$ cat src/rtl/apb_i2c_bridge.sv
// APB slave fronting a 16-bit I2C core bus plus a local interrupt block (RIS/IM/MIS/ICR/EDGE).
// Latency: local registers complete in the first ACCESS cycle; core accesses complete in the 3rd ACCESS cycle at best.
// Backpressure: PREADY is held low while the core access waits for wb_ack_i or for the timeout.
module apb_i2c_bridge #(
  parameter int NUM_FLAGS = 9,
  parameter int WB_ADR_W  = 3,
  parameter int TIMEOUT   = 64
) (
  input  logic                 PCLK,
  input  logic                 PRESETn,
  input  logic                 PSEL,
  input  logic                 PENABLE,
  input  logic                 PWRITE,
  input  logic [31:0]          PADDR,
  input  logic [31:0]          PWDATA,
  output logic                 PREADY,
  output logic [31:0]          PRDATA,
  output logic                 PSLVERR,
  output logic                 wb_cyc_o,
  output logic                 wb_stb_o,
  output logic                 wb_we_o,
  output logic [WB_ADR_W-1:0]  wb_adr_o,
  output logic [15:0]          wb_dat_o,
  input  logic [15:0]          wb_dat_i,
  input  logic                 wb_ack_i,
  input  logic [NUM_FLAGS-1:0] flags_i,
  output logic                 irq_o
);

  localparam logic [1:0] S_IDLE = 2'd0;
  localparam logic [1:0] S_WAIT = 2'd1;
  localparam logic [1:0] S_RESP = 2'd2;
  localparam logic [7:0] TO_LAST = 8'(TIMEOUT - 1);
  localparam int PAD = 32 - NUM_FLAGS;

  logic [1:0]           state_q, state_d;
  logic [7:0]           cnt_q, cnt_d;
  logic                 cyc_q, cyc_d;
  logic                 we_q, we_d;
  logic [WB_ADR_W-1:0]  adr_q, adr_d;
  logic [15:0]          wdat_q, wdat_d;
  logic [15:0]          rdata_q, rdata_d;
  logic                 err_q, err_d;

  logic [NUM_FLAGS-1:0] flag_q, im_q, edge_q, ris_q, ris_d, edge_d;
  logic [NUM_FLAGS-1:0] rise, clr, ris, mis, wdat;
  logic                 irq_q;

  logic                 access, loc_win, loc_acc, core_start;
  logic                 im_we, icr_we, edge_we, loc_hit;
  logic [31:0]          loc_rdata;
  logic                 unused_bits;

  assign access     = PSEL & PENABLE;
  assign loc_win    = (PADDR[15:8] == 8'h0F);
  assign loc_acc    = access & loc_win;
  assign core_start = access & ~loc_win & (state_q == S_IDLE);
  assign wdat       = PWDATA[NUM_FLAGS-1:0];
  assign im_we      = loc_acc & PWRITE & (PADDR[7:0] == 8'h04);
  assign icr_we     = loc_acc & PWRITE & (PADDR[7:0] == 8'h0C);
  assign edge_we    = loc_acc & PWRITE & (PADDR[7:0] == 8'h10);
  assign unused_bits = ^{PADDR[31:16], PWDATA[31:16]};

  // Core-window bridge: launch on ACCESS, wait for ack or timeout, then one response cycle.
  always_comb begin
    state_d = state_q;
    cnt_d   = cnt_q;
    cyc_d   = cyc_q;
    we_d    = we_q;
    adr_d   = adr_q;
    wdat_d  = wdat_q;
    rdata_d = rdata_q;
    err_d   = err_q;
    case (state_q)
      S_IDLE: begin
        if (core_start) begin
          state_d = S_WAIT;
          cyc_d   = 1'b1;
          we_d    = PWRITE;
          adr_d   = PADDR[WB_ADR_W:1];
          wdat_d  = PWDATA[15:0];
          cnt_d   = 8'd0;
        end
      end
      S_WAIT: begin
        cnt_d = cnt_q + 8'd1;
        if (wb_ack_i) begin
          rdata_d = wb_dat_i;
          cyc_d   = 1'b0;
          err_d   = 1'b0;
          state_d = S_RESP;
        end else if (cnt_q == TO_LAST) begin
          rdata_d = 16'h0000;
          cyc_d   = 1'b0;
          err_d   = 1'b1;
          state_d = S_RESP;
        end
      end
      S_RESP: begin
        state_d = S_IDLE;
        cnt_d   = 8'd0;
      end
      default: state_d = S_IDLE;
    endcase
  end

  // Interrupt status: edge bits are sticky (set beats clear), level bits follow the flag;
  // any change of a bit's EDGE mode drops its sticky state.
  always_comb begin
    rise   = flags_i & ~flag_q;
    clr    = {NUM_FLAGS{icr_we}} & wdat;
    edge_d = edge_we ? wdat : edge_q;
    ris_d  = edge_q & edge_d & ((ris_q & ~clr) | rise);
    ris    = (edge_q & ris_q) | (~edge_q & flags_i);
    mis    = ris & im_q;
  end

  // Local register read mux; undecoded offsets flag an error.
  always_comb begin
    loc_hit   = 1'b1;
    loc_rdata = 32'h0;
    case (PADDR[7:0])
      8'h00:   loc_rdata = {{PAD{1'b0}}, ris};
      8'h04:   loc_rdata = {{PAD{1'b0}}, im_q};
      8'h08:   loc_rdata = {{PAD{1'b0}}, mis};
      8'h0C:   loc_rdata = 32'h0;
      8'h10:   loc_rdata = {{PAD{1'b0}}, edge_q};
      default: begin
        loc_hit   = 1'b0;
        loc_rdata = 32'hDEADBEEF;
      end
    endcase
  end

  // APB response: core response cycle or zero-wait local access; forced quiet during reset.
  always_comb begin
    PREADY  = 1'b0;
    PSLVERR = 1'b0;
    PRDATA  = 32'h0;
    if (PRESETn) begin
      if (state_q == S_RESP) begin
        PREADY  = 1'b1;
        PSLVERR = err_q;
        PRDATA  = {16'h0, rdata_q};
      end else if (loc_acc) begin
        PREADY  = 1'b1;
        PSLVERR = ~loc_hit;
        PRDATA  = loc_rdata;
      end
    end
  end

  // State and register update.
  always_ff @(posedge PCLK or negedge PRESETn) begin
    if (!PRESETn) begin
      state_q <= S_IDLE;
      cnt_q   <= 8'd0;
      cyc_q   <= 1'b0;
      we_q    <= 1'b0;
      adr_q   <= '0;
      wdat_q  <= 16'h0;
      rdata_q <= 16'h0;
      err_q   <= 1'b0;
      flag_q  <= '0;
      im_q    <= '0;
      edge_q  <= '0;
      ris_q   <= '0;
      irq_q   <= 1'b0;
    end else begin
      state_q <= state_d;
      cnt_q   <= cnt_d;
      cyc_q   <= cyc_d;
      we_q    <= we_d;
      adr_q   <= adr_d;
      wdat_q  <= wdat_d;
      rdata_q <= rdata_d;
      err_q   <= err_d;
      flag_q  <= flags_i;
      if (im_we) im_q <= wdat;
      edge_q  <= edge_d;
      ris_q   <= ris_d;
      irq_q   <= |mis;
    end
  end

  assign wb_cyc_o = cyc_q;
  assign wb_stb_o = cyc_q;
  assign wb_we_o  = we_q;
  assign wb_adr_o = adr_q;
  assign wb_dat_o = wdat_q;
  assign irq_o    = irq_q;

endmodule

$ cat config.mk
export PLATFORM = sky130hd
export DESIGN_NAME = apb_i2c_bridge
export DESIGN_NICKNAME = d
export VERILOG_FILES = /design/src/rtl/apb_i2c_bridge.sv
export SDC_FILE = /design/constraint.sdc
export NUM_CORES = 1
export LEC_CHECK = 0
export BUFFER_PORTS_ARGS = -buffer_cell sky130_fd_sc_hd__buf_2
export CAP_MARGIN = 0
export CORE_MARGIN = 4
export CORE_UTILIZATION = 50
export CTS_BUF_LIST = sky130_fd_sc_hd__clkbuf_16
export CTS_CLUSTER_DIAMETER = 150
export CTS_CLUSTER_SIZE = 20
export DETAILED_ROUTE_END_ITERATION = 7
export PLACE_DENSITY = 0.9
export REMOVE_ABC_BUFFERS = 1
export SLEW_MARGIN = 20
export SYNTH_ARGS = -nofsm -noshare
export SYNTH_HDL_FRONTEND = slang
export SYNTH_SLANG_ARGS = --single-unit
$ cat constraint.sdc
create_clock -name PCLK -period 3.4 [get_ports PCLK]
set_input_delay 0.68 -clock PCLK [delete_from_list [all_inputs] [get_ports PCLK]]
set_output_delay 0.68 -clock PCLK [all_outputs]
set_load 0.01 [all_outputs]
==> out/results.ini, run 1 <==
[status]
status = finished, final reports clean

[critical_path]
r2r-end = rdata_q[1]
worstSetupEndpoint = PRDATA[1]
crit_path_end_kind = output pin
worstSetupStartpoint = PADDR[13]
worstSetupStartpointType = input pin
cp.depth = 7
crit_type = in2out
cp.required_ps = 2720
critPathTopFamily = simple AND/OR/NAND/NOR gates
worstPathArrival_ps = 2470
r2r-start = cnt_q[0]
slowest_delay_ps = 580
cp_slowest_cell = or4_4
cp_cell_sequence = buf_2 > or4_4 > nor3_2 > nand3_1 > buf_4 > o31ai_1 > buf_2
path_max_fanout = 9
reg2reg_depth = 5
crit_top_cell = buf_2
r2r_setup_slack_ps = 1270
crit_buf_inv = 3

[drt]
drt_iter0_drc = 160
routedWlPerCell_microns = 17.6
wl_met1_mm = 4.31
wl_mm = 10.5
drc_errors = 0
met3_length_microns = 654
avgViaCountPerCell = 5.66
firstDrtPassIters = 4
dr_wl_met2_mm = 5.28
top_layer = met4
vias = 3377
drtAntennaViolNets = 0

[timing]
slew_headroom = 0.511
max_freq_ghz = 0.317
setup_ws_ps = 248
tightestPinTransition_ps = 733
setup-tns-final_ps = 0
finalWorstPathRequiredPeriod_ps = 3150
rsz0062_at_grt = false
finalClockSkew_ps = 7.91
finalCritPeriodShare = 0.927
hold_slack_ps = 401
hold_viol = 0
setup_violations = 0
slew_viol_final = 0

[placed_design]
preCtsSetupSlack_ps = 272
io_buffers = 114
post-dp-hpwl_mm = 7.63
gp_congestion = 0.879
post-place-cells = 582

[cells_and_area]
layout_commonest_cell = buf_2
mostFrequentLayoutCells = buf_2, dfrtp_1, nand2_1
utilization = 0.624
area_growth_pct = 20.7
instances_no_fill = 597
antennaDiodeCount = 0
final_layout_size_suffix_gt1_frac = 0.394
fin_nets = 584

[global_route]
grt-ovfl-total = 0
antenna_found_initial = 0
grt_pass1_wl_mm = 16.9
grt_max_degree = 58
grt_pass1_vias = 3401
grt_usage = 0.215

[job]
max_cap_viol_count = 0

[cts]
clock_path_buffers = 2
cts_sinks = 85
ctsHoldBuffers = 0
cts_resized = 0
cts_tree = yes
clkTransAtPathRegs_ps = 60
clock_latency_ps = 330
numCtsBuffers = 9
post_cts_buffers = 0
cts-htree-levels = 3
cts_root_buffer = clkbuf_16

[die]
die_area_sq_mm = 0.0101
pin_count = 152
die_x_microns = 101
initial_core_util = 0.517
fp-row-count = 33
die-height_microns = 101
coreArea_sq_mm = 0.00830

[hold_path]
hold_class = in2async

[logic_synthesis]
synthCells = 382
ys_async_sr_fraction = 1.00
seq_area_frac_synth = 0.496
ys_ff_latch = 85
syn_avg_cell_area_sq_um = 11.2
synth.distinct_cells = 54
ys_warn_count = 0
synth_edf_count = 0
synth_ff_type = dfrtp_1
synth_area_sq_mm = 0.00429

[power_and_ir_drop]
leakagePower_nw = 2.63
peakVddDrop_uv = 303
powerDensity_mw_per_mm2 = 520

==> cell type report <==
type	count	area, sq um
fill	659	3120
sequential	85	2130
inverter	6	22.5
multi-input combinational	262	1960
tap	105	131
timing repair buffer	124	661
clock inverter	6	55.1
clock buffer	9	225
==> stage by stage <==
| stage | area, sq um | power (mW) |
|---|---|---|
| global route | 5180 | 2.81 |
| CTS | 5170 | 2.71 |
| floorplan | 4100 | 1.53 |
| detailed placement | 4890 | 1.76 |
| global placement | 4890 | 1.73 |
| finish | 5180 | 2.69 |
==> state kept, by name (all words and copies together), names as in the netlist <==
signal and count:
err_q 1, im_q 9, wb_dat_o 16, edge_q 9
wb_adr_o 3, rdata_q 16, state_q 2, irq_o 1
wb_cyc_o 1, ris_q 9, cnt_q 8, wb_we_o 1
flag_q 9
==> cells in the mapped netlist, types with 3 or more instances <==
cell | count | area [sq um]
mux2_2 | 35 | 394
nor2b_1 | 11 | 68.8
xnor2_1 | 3 | 26.3
nor3_1 | 3 | 15.0
a211o_1 | 3 | 26.3
nand2b_1 | 13 | 81.3
mux2_4 | 9 | 135
a21oi_1 | 16 | 80.1
inv_1 | 6 | 22.5
dfrtp_1 | 85 | 2130
nand3_1 | 3 | 15.0
and2_1 | 3 | 18.8
o31ai_1 | 7 | 52.6
clkbuf_1 | 12 | 45.0
nand4_1 | 5 | 31.3
buf_2 | 3 | 15.0
o21ai_0 | 10 | 50.1
nor2_1 | 15 | 56.3
a22o_1 | 23 | 201
xor2_1 | 4 | 35.0
nand2_1 | 36 | 135
o221a_2 | 4 | 45.0
buf_4 | 16 | 120
o22ai_1 | 11 | 68.8
mux2i_1 | 8 | 80.1
==> worst min path at each step <==
| stage | from | endpoint | depth (start not counted) | slack (ps) |
|---|---|---|---|---|
| 2_1_floorplan | PRESETn | cnt_q[0] | 0 | 380 |
| 3_3_place_gp | wb_we_o | wb_we_o | 2 | 460 |
| 3_5_place_dp | rdata_q[14] | rdata_q[14] | 1 | 490 |
| 4_1_cts | PRESETn | cnt_q[1] | 2 | 410 |
| 5_1_grt | PRESETn | cnt_q[1] | 2 | 440 |
| 6_report | PRESETn | cnt_q[1] | 2 | 400 |
==> worst register-to-register path, cell delays in order (launching register included) <==
cell and delay (ps):
dfrtp_1 430, ha_1 220, nand3_1 130, nor4_1 550, o21ai_2 350, a22o_1 330
==> metal layers <==
layer  up-vias  track usage
met5         -            0
met4         0       0.0891
met3        22       0.0422
met2       130        0.346
met1      1636        0.285
li1       1589            -
==> logic make-up (layout without fill, tap and decap cells) <==
family | count (synthesis) | after routing | synth area share
AND/OR/NAND/NOR | 107 | 107 | 0.137
AO/OA/AOI/OAI | 89 | 89 | 0.152
flip-flops | 85 | 85 | 0.496
multiplexers | 53 | 53 | 0.145
buffers and inverters | 39 | 145 | 0.0525
XOR/XNOR | 7 | 7 | 0.0143
adder cells (fa/ha/maj) | 1 | 1 | 0.00292
other | 1 | 5 | 0.000874
==> power breakdown <==
group	internal, mW	total, mW	switching [mW]
logic	0.243	0.482	0.239
registers	1.17	1.27	0.100
clock network	0.558	0.940	0.382
total	1.97	2.69	0.721
Power figures use the tool's default switching activity.
==> run 2, diff against run 1 <==
--- a/config.mk
+++ b/config.mk
@@ -13,6 +13,7 @@
 export CTS_CLUSTER_DIAMETER = 150
 export CTS_CLUSTER_SIZE = 20
 export DETAILED_ROUTE_END_ITERATION = 7
+export GPL_TIMING_DRIVEN = 0
 export PLACE_DENSITY = 0.9
 export REMOVE_ABC_BUFFERS = 1
 export SLEW_MARGIN = 20
==> out/results.ini, run 2 (synthesized netlist as in run 1, its figures left out) <==
[cts]
clock_latency_ps = 340  ; was 330 ps
cts_sinks = 85  ; unchanged
numCtsBuffers = 9  ; unchanged
ctsHoldBuffers = 0  ; unchanged
clock_path_buffers = 2  ; unchanged
clkTransAtPathRegs_ps = 60  ; about the same
cts-htree-levels = 3  ; unchanged
cts_tree = yes  ; unchanged
cts_root_buffer = clkbuf_16  ; unchanged

[global_route]
grt_max_degree = 55  ; was 58
grt_usage = 0.213  ; was 0.215
grt-ovfl-total = 0  ; unchanged
grt_pass1_vias = 3320  ; was 3401
grt_pass1_wl_mm = 16.7  ; was 16.9 mm
antenna_found_initial = 0  ; unchanged

[critical_path]
path_max_fanout = 9  ; unchanged
cp_cell_sequence = buf_2 > or4_4 > nor3_2 > nand3_2 > o31ai_1 > buf_2  ; was buf_2 > or4_4 > nor3_2 > nand3_1 > buf_4 > o31ai_1 > buf_2
worstPathArrival_ps = 2680  ; was 2470 ps
cp.required_ps = 2720  ; about the same
slowest_delay_ps = 600  ; was 580 ps
r2r_setup_slack_ps = 1340  ; was 1270 ps
crit_path_end_kind = output pin  ; unchanged
crit_top_cell = buf_2  ; unchanged
crit_buf_inv = 2  ; was 3
critPathTopFamily = simple AND/OR/NAND/NOR gates  ; unchanged
worstSetupStartpointType = input pin  ; unchanged
cp_slowest_cell = or4_4  ; unchanged
crit_type = in2out  ; unchanged
reg2reg_depth = 5  ; unchanged
r2r-end = rdata_q[5]  ; was rdata_q[1]
r2r-start = cnt_q[0]  ; unchanged

[power_and_ir_drop]
peakVddDrop_uv = 236  ; was 303 uV
combPwrFrac = 0.176  ; was 0.179
clock_power_share = 0.356  ; was 0.349
cellInternalPower_mw = 1.97  ; about the same
pwr-share-seq = 0.468  ; was 0.471
sw_frac_of_total = 0.271  ; was 0.268
leakagePower_nw = 2.62  ; was 2.63 nW
powerDensity_mw_per_mm2 = 523  ; was 520 mW/mm^2
p_switching_mw = 0.734  ; was 0.721 mW

[drt]
firstDrtPassIters = 4  ; unchanged
avgViaCountPerCell = 5.64  ; was 5.66
routedWlPerCell_microns = 18.1  ; was 17.6 microns
drtAntennaViolNets = 0  ; unchanged
drt_iter0_drc = 170  ; was 160
vias = 3345  ; was 3377
drc_errors = 0  ; unchanged
wl_mm = 10.7  ; was 10.5 mm

[placed_design]
place_area_sq_mm = 0.00484  ; was 0.00489 sq mm
post-dp-hpwl_mm = 7.57  ; was 7.63 mm
io_buffers = 114  ; unchanged
gp_congestion = 0.860  ; was 0.879
post-place-cells = 573  ; was 582

[timing]
slew_viol_final = 0  ; unchanged
max_freq_ghz = 0.298  ; was 0.317 GHz
rsz0062_at_grt = false  ; unchanged
finalClockSkew_ps = 5.87  ; was 7.91 ps
finalCritPeriodShare = 0.988  ; was 0.927
setup_violations = 0  ; unchanged
slew_headroom = 0.253  ; was 0.511
tightestPinTransition_ps = 1110  ; was 733 ps
finalWorstPathRequiredPeriod_ps = 3360  ; was 3150 ps
hold_viol = 0  ; unchanged
hold_slack_ps = 291  ; was 401 ps

[cells_and_area]
fin_nets = 579  ; was 584
final_layout_size_suffix_gt1_frac = 0.398  ; was 0.394
mostFrequentLayoutCells = buf_2, dfrtp_1, nand2_1  ; unchanged
instances_no_fill = 593  ; was 597
utilization = 0.624  ; about the same
stdcell_area_sq_mm = 0.00518  ; about the same
area_growth_pct = 20.7  ; about the same
layout_commonest_cell = buf_2  ; unchanged
antennaDiodeCount = 0  ; unchanged

[die]
die-height_microns = 101  ; unchanged
initial_core_util = 0.517  ; unchanged
fp-row-count = 33  ; unchanged
die_area_sq_mm = 0.0101  ; unchanged
die_x_microns = 101  ; unchanged
coreArea_sq_mm = 0.00830  ; unchanged
pin_count = 152  ; unchanged

[job]
max_cap_viol_count = 0  ; unchanged

[status]
status = finished, final reports clean  ; unchanged

[hold_path]
hold_class = in2async  ; unchanged

## run 2: cell count changes in the layout (fill, tap and decap cells not counted), sizes merged
cell | previous run | this run
inv | 8 | 7
clkinv | 3 | 4
clkinvlp | 0 | 1
buf | 124 | 119
## run 2: power by group through the flow
stage / clock (mW) / combinational (mW) / sequential [mW]
after CTS: 0.982 / 0.482 / 1.26
after global placement: 0 / 0.454 / 1.27
after floorplan: 0 / 0.231 / 1.30
after detailed placement: 0 / 0.476 / 1.28
final: 0.963 / 0.478 / 1.27
after global routing: 1.02 / 0.526 / 1.28
## run 2: what timing repair did
action,4_1_cts,5_1_grt
endpoints found under the setup margin,2,8
gates resized for setup,1,3
pin swaps,0,1
endpoints found under the hold margin,0,0
buffers inserted,0,4
## run 2: per-stage QoR
step / setup slack (ps) / setup TNS, ps / power (mW)
after floorplan: -267 / -2940 / 1.53
after global placement: -905 / -15260 / 1.72
after detailed placement: -96.3 / -151 / 1.76
after CTS: 18.8 / 0 / 2.73
after global routing: 52.3 / 0 / 2.83
final: 39.6 / 0 / 2.71
## run 2: layout make-up
cell class	count	area, sq um
Multi-Input combinational cell	262	1980
Sequential cell	85	2130
Timing Repair Buffer	119	627
Fill cell	666	3120
Inverter	6	22.5
Clock inverter	7	67.6
Tap cell	105	131
Clock buffer	9	225
## run 2: how the worst max path moves through the flow
stage                     startpoint  cells after the start          to  slack (ps)
after global routing       PADDR[13]                      6   PRDATA[0]          50
after CTS                  PADDR[13]                      6   PRDATA[0]          20
after floorplan            PADDR[13]                      4  PRDATA[16]        -270
final                      PADDR[13]                      6   PRDATA[0]          40
after detailed placement     PRESETn                      6   PRDATA[6]        -100
after global placement       PRESETn                      4   PRDATA[0]        -900
## run 2: routing by layer
| metal | wire [microns] | vias up | part of all wire | global-route usage |
|---|---|---|---|---|
| li1 | - | 1572 | - | - |
| met1 | 4210 | 1606 | 0.39 | 0.278 |
| met2 | 5310 | 139 | 0.50 | 0.341 |
| met3 | 796 | 28 | 0.074 | 0.0346 |
| met4 | 386 | 0 | 0.036 | 0.116 |
| met5 | 0 | - | 0 | 0 |
